`config.mk`:
```
export PLATFORM = sky130hd
export DESIGN_NAME = countdown_timer_flat
export DESIGN_NICKNAME = d
export VERILOG_FILES = /design/src/rtl/countdown_timer_pkg.sv /design/src/rtl/countdown_timer_if.sv /design/src/rtl/countdown_timer_tick_prescaler.sv /design/src/rtl/countdown_timer.sv /design/src/flat_wrapper.sv
export SDC_FILE = /design/constraint.sdc
export NUM_CORES = 1
export LEC_CHECK = 0
export CORE_MARGIN = 10
export CORE_UTILIZATION = 47
export CTS_CLUSTER_SIZE = 8
export DETAILED_ROUTE_END_ITERATION = 10
export PLACE_DENSITY = 0.76
export SYNTH_ARGS = -nofsm -noshare
export SYNTH_HDL_FRONTEND = slang
export SYNTH_SLANG_ARGS = --single-unit
```
`constraint.sdc`:
```
create_clock -name clk -period 2.36 [get_ports clk]
set_clock_uncertainty 0.2 [all_clocks]
set_input_delay 0.472 -clock clk [delete_from_list [all_inputs] [get_ports clk]]
set_output_delay 0.472 -clock clk [all_outputs]
set_load 0.01 [all_outputs]
```
`src/rtl/countdown_timer_pkg.sv`:
```
`default_nettype none
// ============================================================================
//  Package     : timer_pkg
//  Description : State encoding and width helpers shared by the countdown timer.
//  Revision    : 1.0
// ============================================================================
package timer_pkg;

    typedef logic [1:0] state_t;

    localparam state_t ST_IDLE  = 2'd0;
    localparam state_t ST_RUN   = 2'd1;
    localparam state_t ST_PAUSE = 2'd2;

    function automatic int clog2(input int value);
        int r;
        r = 0;
        for (int i = 0; i < 32; i++) begin
            if ((longint'(1) << i) < longint'(value)) begin
                r = i + 1;
            end
        end
        return r;
    endfunction

    // A prescaler counter needs at least one bit even when PRESCALE is tiny.
    function automatic int prescaler_width(input int prescale);
        return (clog2(prescale) < 1) ? 1 : clog2(prescale);
    endfunction

endpackage
`default_nettype wire

```
`src/rtl/countdown_timer_if.sv`:
```
`default_nettype none
// ============================================================================
//  Interface   : countdown_timer_if
//  Description : Load handshake, control and status bundle of the countdown timer.
//  Revision    : 1.0
// ============================================================================
interface countdown_timer_if #(
    parameter int W = 32
);
    logic         load_valid;
    logic         load_ready;
    logic [W-1:0] load_value;
    logic         periodic;
    logic         start;
    logic         stop;
    logic         clear;
    logic [W-1:0] count;
    logic         busy;
    logic         paused;
    logic         done;

    modport master (
        output load_valid, load_value, periodic, start, stop, clear,
        input  load_ready, count, busy, paused, done
    );

    modport slave (
        input  load_valid, load_value, periodic, start, stop, clear,
        output load_ready, count, busy, paused, done
    );
endinterface
`default_nettype wire

```
`src/rtl/countdown_timer_tick_prescaler.sv`:
```
`default_nettype none
// ============================================================================
//  Module      : tick_prescaler
//  Description : Emits one tick every PRESCALE enabled cycles; holds while disabled.
//  Revision    : 1.0
// ============================================================================
module tick_prescaler
    import timer_pkg::*;
#(
    parameter int PRESCALE = 1
) (
    input  wire logic clk,
    input  wire logic rst,
    input  wire logic en_i,
    input  wire logic clr_i,
    output logic      tick_o
);

    generate
        if (PRESCALE == 1) begin : g_passthrough
            logic w_unused;
            assign w_unused = &{1'b0, clk, rst, clr_i};
            assign tick_o   = en_i;
        end else begin : g_counter
            localparam int             PW           = prescaler_width(PRESCALE);
            localparam logic [PW-1:0] c_last_phase = PW'(PRESCALE - 1);

            logic [PW-1:0] phase_q;
            logic [PW-1:0] phase_d;
            logic          w_wrap;

            assign w_wrap = (phase_q == c_last_phase);

            always_comb begin
                phase_d = phase_q;
                if (clr_i) begin
                    phase_d = '0;
                end else if (en_i) begin
                    phase_d = w_wrap ? '0 : phase_q + 1'b1;
                end
            end

            always_ff @(posedge clk or posedge rst) begin
                if (rst) begin
                    phase_q <= '0;
                end else begin
                    phase_q <= phase_d;
                end
            end

            assign tick_o = en_i & w_wrap;
        end
    endgenerate

endmodule
`default_nettype wire

```
`src/rtl/countdown_timer.sv`:
```
`default_nettype none
// ============================================================================
//  Module      : countdown_timer
//  Description : Loadable prescaled down-counter with one-shot/auto-reload modes.
//  Revision    : 1.0
// ============================================================================
module countdown_timer
    import timer_pkg::*;
#(
    parameter int W        = 32,
    parameter int PRESCALE = 1
) (
    input  wire logic          clk,
    input  wire logic          rst,
    countdown_timer_if.slave   bus
);

    state_t       state_q, state_d;
    logic [W-1:0] count_q, count_d;
    logic [W-1:0] reload_q, reload_d;
    logic         done_q, done_d;

    logic w_load_ready;
    logic w_load_fire;
    logic w_pre_en;
    logic w_pre_clr;
    logic w_tick;
    logic w_terminal;
    logic w_rearm;

    assign w_load_ready = (state_q == ST_IDLE) & ~bus.clear;
    assign w_load_fire  = bus.load_valid & w_load_ready;

    // Stop and clear both gate the prescaler, so they win over a same-cycle tick.
    assign w_pre_en   = (state_q == ST_RUN) & ~bus.stop & ~bus.clear;
    assign w_pre_clr  = bus.clear | (state_q == ST_IDLE);
    assign w_terminal = w_tick & (count_q <= W'(1));
    assign w_rearm    = bus.periodic & (reload_q != '0);

    tick_prescaler #(
        .PRESCALE (PRESCALE)
    ) u_prescaler (
        .clk    (clk),
        .rst    (rst),
        .en_i   (w_pre_en),
        .clr_i  (w_pre_clr),
        .tick_o (w_tick)
    );

    always_ff @(posedge clk or posedge rst) begin
        if (rst) begin
            state_q <= ST_IDLE;
        end else begin
            state_q <= state_d;
        end
    end

    always_comb begin
        state_d = state_q;
        case (state_q)
            ST_IDLE: begin
                if (!bus.clear && bus.start && !w_load_fire && (count_q != '0)) begin
                    state_d = ST_RUN;
                end
            end
            ST_RUN: begin
                if (bus.clear) begin
                    state_d = ST_IDLE;
                end else if (bus.stop) begin
                    state_d = ST_PAUSE;
                end else if (w_terminal && !w_rearm) begin
                    state_d = ST_IDLE;
                end
            end
            ST_PAUSE: begin
                if (bus.clear) begin
                    state_d = ST_IDLE;
                end else if (bus.start) begin
                    state_d = ST_RUN;
                end
            end
            default: state_d = ST_IDLE;
        endcase
    end

    always_comb begin
        count_d  = count_q;
        reload_d = reload_q;
        done_d   = 1'b0;
        if (bus.clear) begin
            count_d = reload_q;
        end else if (w_load_fire) begin
            reload_d = bus.load_value;
            count_d  = bus.load_value;
        end else if ((state_q == ST_IDLE) && bus.start && (count_q == '0)) begin
            done_d = 1'b1;
        end else if (w_tick) begin
            if (w_terminal) begin
                done_d  = 1'b1;
                count_d = w_rearm ? reload_q : '0;
            end else begin
                count_d = count_q - W'(1);
            end
        end
    end

    always_ff @(posedge clk or posedge rst) begin
        if (rst) begin
            count_q  <= '0;
            reload_q <= '0;
            done_q   <= 1'b0;
        end else begin
            count_q  <= count_d;
            reload_q <= reload_d;
            done_q   <= done_d;
        end
    end

    always_comb begin
        bus.load_ready = w_load_ready;
        bus.count      = count_q;
        bus.busy       = (state_q != ST_IDLE);
        bus.paused     = (state_q == ST_PAUSE);
        bus.done       = done_q;
    end

endmodule
`default_nettype wire

```
`src/flat_wrapper.sv`:
```
// flat-port wrapper written by rule: the top's interface ports become plain ports
module countdown_timer_flat import timer_pkg::*;
#(
    parameter int W        = 32,
    parameter int PRESCALE = 1
)
  (clk, rst, bus_load_valid, bus_load_value, bus_periodic, bus_start, bus_stop, bus_clear, bus_load_ready, bus_count, bus_busy, bus_paused, bus_done);
  countdown_timer_if #(.W(W)) bus_i ();
  input  wire logic clk;
  input  wire logic rst;
  input wire logic [$bits(bus_i.load_valid)-1:0] bus_load_valid;
  input wire logic [$bits(bus_i.load_value)-1:0] bus_load_value;
  input wire logic [$bits(bus_i.periodic)-1:0] bus_periodic;
  input wire logic [$bits(bus_i.start)-1:0] bus_start;
  input wire logic [$bits(bus_i.stop)-1:0] bus_stop;
  input wire logic [$bits(bus_i.clear)-1:0] bus_clear;
  output wire logic [$bits(bus_i.load_ready)-1:0] bus_load_ready;
  output wire logic [$bits(bus_i.count)-1:0] bus_count;
  output wire logic [$bits(bus_i.busy)-1:0] bus_busy;
  output wire logic [$bits(bus_i.paused)-1:0] bus_paused;
  output wire logic [$bits(bus_i.done)-1:0] bus_done;
  assign bus_i.load_valid = bus_load_valid;
  assign bus_i.load_value = bus_load_value;
  assign bus_i.periodic = bus_periodic;
  assign bus_i.start = bus_start;
  assign bus_i.stop = bus_stop;
  assign bus_i.clear = bus_clear;
  assign bus_load_ready = bus_i.load_ready;
  assign bus_count = bus_i.count;
  assign bus_busy = bus_i.busy;
  assign bus_paused = bus_i.paused;
  assign bus_done = bus_i.done;
  countdown_timer #(.W(W), .PRESCALE(PRESCALE)) u_core (.clk(clk), .rst(rst), .bus(bus_i));
endmodule
```
* Word-level counts from Yosys, hierarchy flattened
Index checks and enable logic that the tools add are counted.
** Word-level totals
- Register bits after elaboration :: 67
- Input bits :: 39
- Output and inout port bits :: 36
** Operators by class
- $add $sub $neg :: 1
- Magnitude comparators :: 1
- Equality and inequality tests :: 6
- Multiplexer cells :: 18
- Bitwise logic cells :: 8
- Reduce and logical (&&, ||, !) cells :: 18
** Operator list (number)
- 32-bit 2-to-1 mux :: 6
- 32-bit nonzero test :: 2
- 32-bit by 1-bit less-or-equal comparator with 1-bit output, second input constant :: 1
- 32-bit logical NOT :: 1
- 32-bit by 1-bit subtractor with 32-bit output, second input constant :: 1
- 2-bit 2-to-1 mux :: 6
- 1-bit bitwise AND :: 6
- 1-bit logical AND :: 6
- 2-bit case mux with 3 select lines :: 1
- 1-bit 2-to-1 mux :: 5
- 4-bit != test, second input constant :: 1
- 2-bit AND reduction :: 2
- 1-bit logical NOT :: 3
- 3-bit by 2-bit != test with 1-bit output, second input constant :: 1
- 3-bit != test, second input constant :: 1
- 3-bit AND reduction :: 1
- 3-bit nonzero test :: 1
- 2-bit by 1-bit equality test with 1-bit output, second input constant :: 1
- 2-bit equality test, second input constant :: 1
- 2-bit logical NOT :: 1
- 2-bit != test, second input constant :: 1
- 1-bit inverter :: 2
- 2-bit nonzero test :: 1

* Logic depth before layout (Yosys ltp)
- Depth after elaboration :: 9
- Gate-level depth with buffers :: 10
- Depth with buffers taken out :: 8

* By module
Synthesis repeated with hierarchy kept, for this count alone.
** Second synthesis, totals
- Cells, all modules :: 445
- Area, all modules :: 3816.2 um^2
** By module, submodules not included
- countdown_timer :: times used 1, cells each 444, area each 3808.7 um^2, sequential area each 1676.6 um^2
- tick_prescaler :: times used 1, cells each 1, area each 7.5 um^2, sequential area each 0.0 um^2

* Worst setup path before layout
Ideal clock, no wire load.
- Kind :: reg-to-reg
- Start point :: register u_core.count_q[0] (netlist: u_core.bus.count[0])
- End point :: register u_core.count_q[28] (netlist: u_core.bus.count[28])
- Arrival :: 2107 ps
- Required time :: 2022 ps
- Setup slack :: -85 ps
- Cell stages (with the launch flop) :: 9
- Path buffers :: 0
- Cells stage by stage :: dfrtp_1 inv_1 ha_1 nor3b_1 and4_1 nand3_1 nor3_1 mux2i_1 o21ai_0
** On the way
- Cells in the longest elaborated chain, start to end :: 7
** Ends and longest elaborated chain
- from (decl) :: RTL line countdown_timer.sv:19 : logic [W-1:0] count_q, count_d;
- from (signal assigned) :: RTL line countdown_timer.sv:113 : count_q <= count_d;
- 32-bit by 1-bit less-or-equal comparator with 1-bit output :: RTL line countdown_timer.sv:37 : assign w_terminal = w_tick & (count_q <= W'(1));
- 1-bit bitwise AND :: RTL line countdown_timer.sv:37
- 32-bit 2-to-1 mux :: RTL line countdown_timer.sv:98 : if (w_terminal) begin
- 32-bit 2-to-1 mux :: RTL line countdown_timer.sv:97 : end else if (w_tick) begin
- 32-bit 2-to-1 mux :: RTL line countdown_timer.sv:95 : end else if ((state_q == ST_IDLE) && bus.start && (count_q == '0)) begin
- 32-bit 2-to-1 mux :: RTL line countdown_timer.sv:92 : end else if (w_load_fire) begin
- 32-bit 2-to-1 mux :: RTL line countdown_timer.sv:90 : if (bus.clear) begin
Parallel ways exist; a longest one is shown, timed or not. The select of a mux whose other input is x is not followed.
A chain may end at the register's enable or synchronous reset.

* Worst setup path after layout
- Start point :: register u_core.reload_q[30]
- End point :: register u_core.count_q[26] (netlist: u_core.bus.count[26])
** On the way
- Cells in the longest elaborated chain, start to end :: 8
** Ends and longest elaborated chain
- from (decl) :: RTL line countdown_timer.sv:20 : logic [W-1:0] reload_q, reload_d;
- from (signal assigned) :: RTL line countdown_timer.sv:114 : reload_q <= reload_d;
- 32-bit nonzero test :: RTL line countdown_timer.sv:38 : assign w_rearm = bus.periodic & (reload_q != '0);
- 1-bit bitwise AND :: RTL line countdown_timer.sv:38
- 32-bit 2-to-1 mux :: RTL line countdown_timer.sv:100 : count_d = w_rearm ? reload_q : '0;
- 32-bit 2-to-1 mux :: RTL line countdown_timer.sv:98
- 32-bit 2-to-1 mux :: RTL line countdown_timer.sv:97
- 32-bit 2-to-1 mux :: RTL line countdown_timer.sv:95
- 32-bit 2-to-1 mux :: RTL line countdown_timer.sv:92
- 32-bit 2-to-1 mux :: RTL line countdown_timer.sv:90
Every way passes these cells. The select of a mux whose other input is x is not followed.

==> impl_results.md <==
- Run status: finished, violations left
- Failing checks: setup timing
- GP Congestion: 0.974
- Drt first-iter violations: 380
- Maxcap violations: 0
- Crit path setup slack, layout: -0.125 ns
- Post-detailed-route via-to-cell ratio: 6.07
- Setup slack of the worst register-to-register path: -0.13 ns
- Number of inserted filler cells in the final layout: 474
- Critical Path Sink Type: register
- Dominant register cell in the synthesized netlist: sky130_fd_sc_hd__dfrtp_1
- Crit path arrival time: 2.52 ns
- Sequential share of the synthesized area: 42.8%
- Placed cell areas: 5790 µm²
- Share of async-settable or async-resettable flops after synthesis: 100%
- Worst reg2reg path startpoint: u_core.reload_q[30]
- Required time of the critical path: 2.39 ns
- Crit path max fanout: 5
- Length of the first detailed-routing pass in iterations: 5
- Routed length per placed instance: 20.3 µm
- Placement Rows: 33
- Diode count: 0
- Clock net sink count: 67
- Distinct cell type count of the synthesized netlist: 66
- Pin count of the biggest net entering global routing: 68
- Average footprint of a synthesized cell: 8.42 µm²
- Mapped cell area: 3920 µm²
- Layout overhead on the synthesized area: 67.9%
- Number of standard cells after synthesis: 465
- End of the worst register-to-register path: u_core.bus.count[26]
- GR Overflow Total: 0
- Pins over their slew limit: 0
- Number of top-level pins: 75
- Total non-filler cell area in the finished layout: 6580 µm²
- Clock tree from TritonCTS: built
- Global-route wire length before repair: 23800 µm
- Number of enable-type register cells in the synthesized netlist: 0
- VDD IR max: 0.000438 V
- Static leakage: 0.00299 µW
- Global-route total usage across every layer: 23.2%
- Layout cell share with drive strength beyond 1: 35.2%
- Worst setup path class: register to register
- Setup repair after global routing missed its margin: true
- Power per Cell Area: 698 nW/µm²
- Master cell of the clock root buffer: sky130_fd_sc_hd__clkbuf_8
- Number of endpoints with negative hold slack in the final report: 0
- Core region area: 8180 µm²
- Buffers added on ports: 74
- Residual DRC count: 0
- Total clock buffers created by CTS: 9
- Vertical extent of the die: 111 µm
- Startpoint kind of the worst setup timing path: register
- Endpoints failing setup: 19
- Max H-tree Level: 3
- Seq cells post-synth: 67
- Peak Freq: 0.402 GHz
- Syn. warnings: 0
- Via count of the first global-routing pass: 4684
- Area enclosed by the die boundary: 12400 µm²
- CTS Buffer Depth: 2
- Number of nets at the end of the flow: 721
- Transition time at the pin with the least slew margin: 0.390 ns
- Reg2reg path depth: 8
- Area leader, netlist: sky130_fd_sc_hd__dfrtp_1
- Vias post-DR: 4792
- Clock transition at path regs: 0.08 ns
- Final clock period utilization by the worst path: 105%
- Top cells by count, synth: 117 x sky130_fd_sc_hd__nand2_1, 67 x sky130_fd_sc_hd__dfrtp_1, 45 x sky130_fd_sc_hd__nor2_1
- Class of the worst hold path: primary input to async pin
- Min Tclk post-route: 2.49 ns
- Cell types occupying the most area after synthesis: sky130_fd_sc_hd__dfrtp_1 43%, sky130_fd_sc_hd__nand2_1 11%, sky130_fd_sc_hd__nor2_1 4.3%, sky130_fd_sc_hd__a21oi_1 2.8%, sky130_fd_sc_hd__o21ai_0 2.7%
- Most frequent cell after synthesis: sky130_fd_sc_hd__nand2_1
- Effective utilization at floorplan: 47.9%
- Final ANT Viol Nets: 0
- Total wirelength of the detailed-routed design: 16100 µm
- Share of the synthesized area in the top cell type: 42.8%
- Initial antenna violation count: 0
- Clock latency reported for the late side of the worst-skew pair: 0.36 ns
- Total power consumption of the routed design: 4590 µW
- Horizontal extent of the die: 111 µm
- Detailed placer's ending HPWL: 10700 µm
- Nets in the synthesized netlist: 507
- Slew margin rel.: 74.0%
-- state kept, by name (all words and copies together), names as in the netlist --
signal            count
u_core.reload_q      32
u_core.bus.done       1
u_core.bus.count     32
u_core.state_q        2
-- where the power goes --
part	internal [µW]	switching, µW
clock	732	477
sequential	1350	228
combinational	954	852
total	3040	1560
-- layout by cell type, fill, tap and decap left out, types with 6 or more instances in the layout --
cell type and count:
sky130_fd_sc_hd__clkdlybuf4s50_1 69, sky130_fd_sc_hd__buf_6 12, sky130_fd_sc_hd__nor3_2 7, sky130_fd_sc_hd__o21ai_1 7
sky130_fd_sc_hd__dfrtp_1 64, sky130_fd_sc_hd__inv_1 17, sky130_fd_sc_hd__a21oi_1 19, sky130_fd_sc_hd__or4_4 6
sky130_fd_sc_hd__clkbuf_8 10, sky130_fd_sc_hd__nor4_4 7, sky130_fd_sc_hd__o21ai_0 16, sky130_fd_sc_hd__nand4_1 6
sky130_fd_sc_hd__nor4_1 6, sky130_fd_sc_hd__o211ai_1 6, sky130_fd_sc_hd__nor3_1 6, sky130_fd_sc_hd__nor2_1 41
sky130_fd_sc_hd__buf_4 133, sky130_fd_sc_hd__nand2_1 114
-- repair_timing --
item / 4_1_cts / 5_1_grt
cloned: 2 / 0
setup buffers: 6 / 11
endpoints found under the setup margin: 34 / 34
gates resized for setup: 40 / 64
pin swaps: 7 / 36
hold buffers: 0 / 0
-- per-stage QoR --
| step | hold slack (ns) | util, % | instances | TNS, ns | setup slack (ns) |
|---|---|---|---|---|---|
| 2_1_floorplan | 0.260 | - | 465 | -0.0100 | -0.0100 |
| 3_3_place_gp | 0.294 | 70.8 | 756 | -11.86 | -0.480 |
| 3_5_place_dp | 0.298 | 70.8 | 756 | -14.36 | -0.549 |
| 4_1_cts | 0.319 | 76.2 | 780 | -0.545 | -0.0834 |
| 5_1_grt | 0.356 | 80.5 | 789 | -2.96 | -0.197 |
| 6_report | 0.313 | 80.5 | 789 | -0.857 | -0.125 |
-- area by class of cell --
type / count / area, µm² / area share [%]
Clock buffer: 12 / 145 / 2.21
Timing Repair Buffer: 225 / 1980 / 30.1
Tap cell: 105 / 131 / 2.00
Inverter: 18 / 67.6 / 1.03
Clock inverter: 4 / 97.6 / 1.48
Multi-Input combinational cell: 358 / 2480 / 37.7
Sequential cell: 67 / 1680 / 25.5
-- worst max-delay path, cell delays in order (launching register included) --
cell and delay [ns]:
sky130_fd_sc_hd__dfrtp_1 0.40, sky130_fd_sc_hd__nor4_1 0.31, sky130_fd_sc_hd__buf_4 0.17, sky130_fd_sc_hd__nand4_1 0.16, sky130_fd_sc_hd__o21a_1 0.27, sky130_fd_sc_hd__a21o_4 0.25
sky130_fd_sc_hd__buf_6 0.14, sky130_fd_sc_hd__a221oi_1 0.40, sky130_fd_sc_hd__nor3_2 0.06
-- worst max-delay path by stage --
stage	cells past startpoint	slack, ns	start	endpoint
global route	8	-0.20	u_core.reload_q[28]	u_core.bus.count[31]
CTS	8	-0.08	u_core.reload_q[16]	u_core.bus.count[26]
detailed placement	8	-0.55	bus_stop	u_core.bus.count[22]
finish	8	-0.13	u_core.reload_q[30]	u_core.bus.count[26]
global placement	8	-0.48	bus_stop	u_core.bus.count[22]
floorplan	6	-0.01	u_core.bus.count[8]	u_core.bus.count[15]
-- routing by layer --
metal / track usage [%] / wire (µm)
met1: 28.8 / 6350
met2: 38.0 / 7710
met3: 5.36 / 1480
met4: 8.74 / 521
met5: 0 / 0
-- cells by family after synthesis --
family                     after synthesis  synth area share (%)
AOI/OAI and AO/OA                      112                  20.1
xor gates and xnor gates                 5                  1.12
and+or+nand+nor                        236                  30.1
muxes                                    2                 0.543
buffers and inverters                   40                  4.41
DFF                                     67                  42.8
adders and majority gates                3                 0.958
Note: power is estimated with default switching activity, not from simulation.
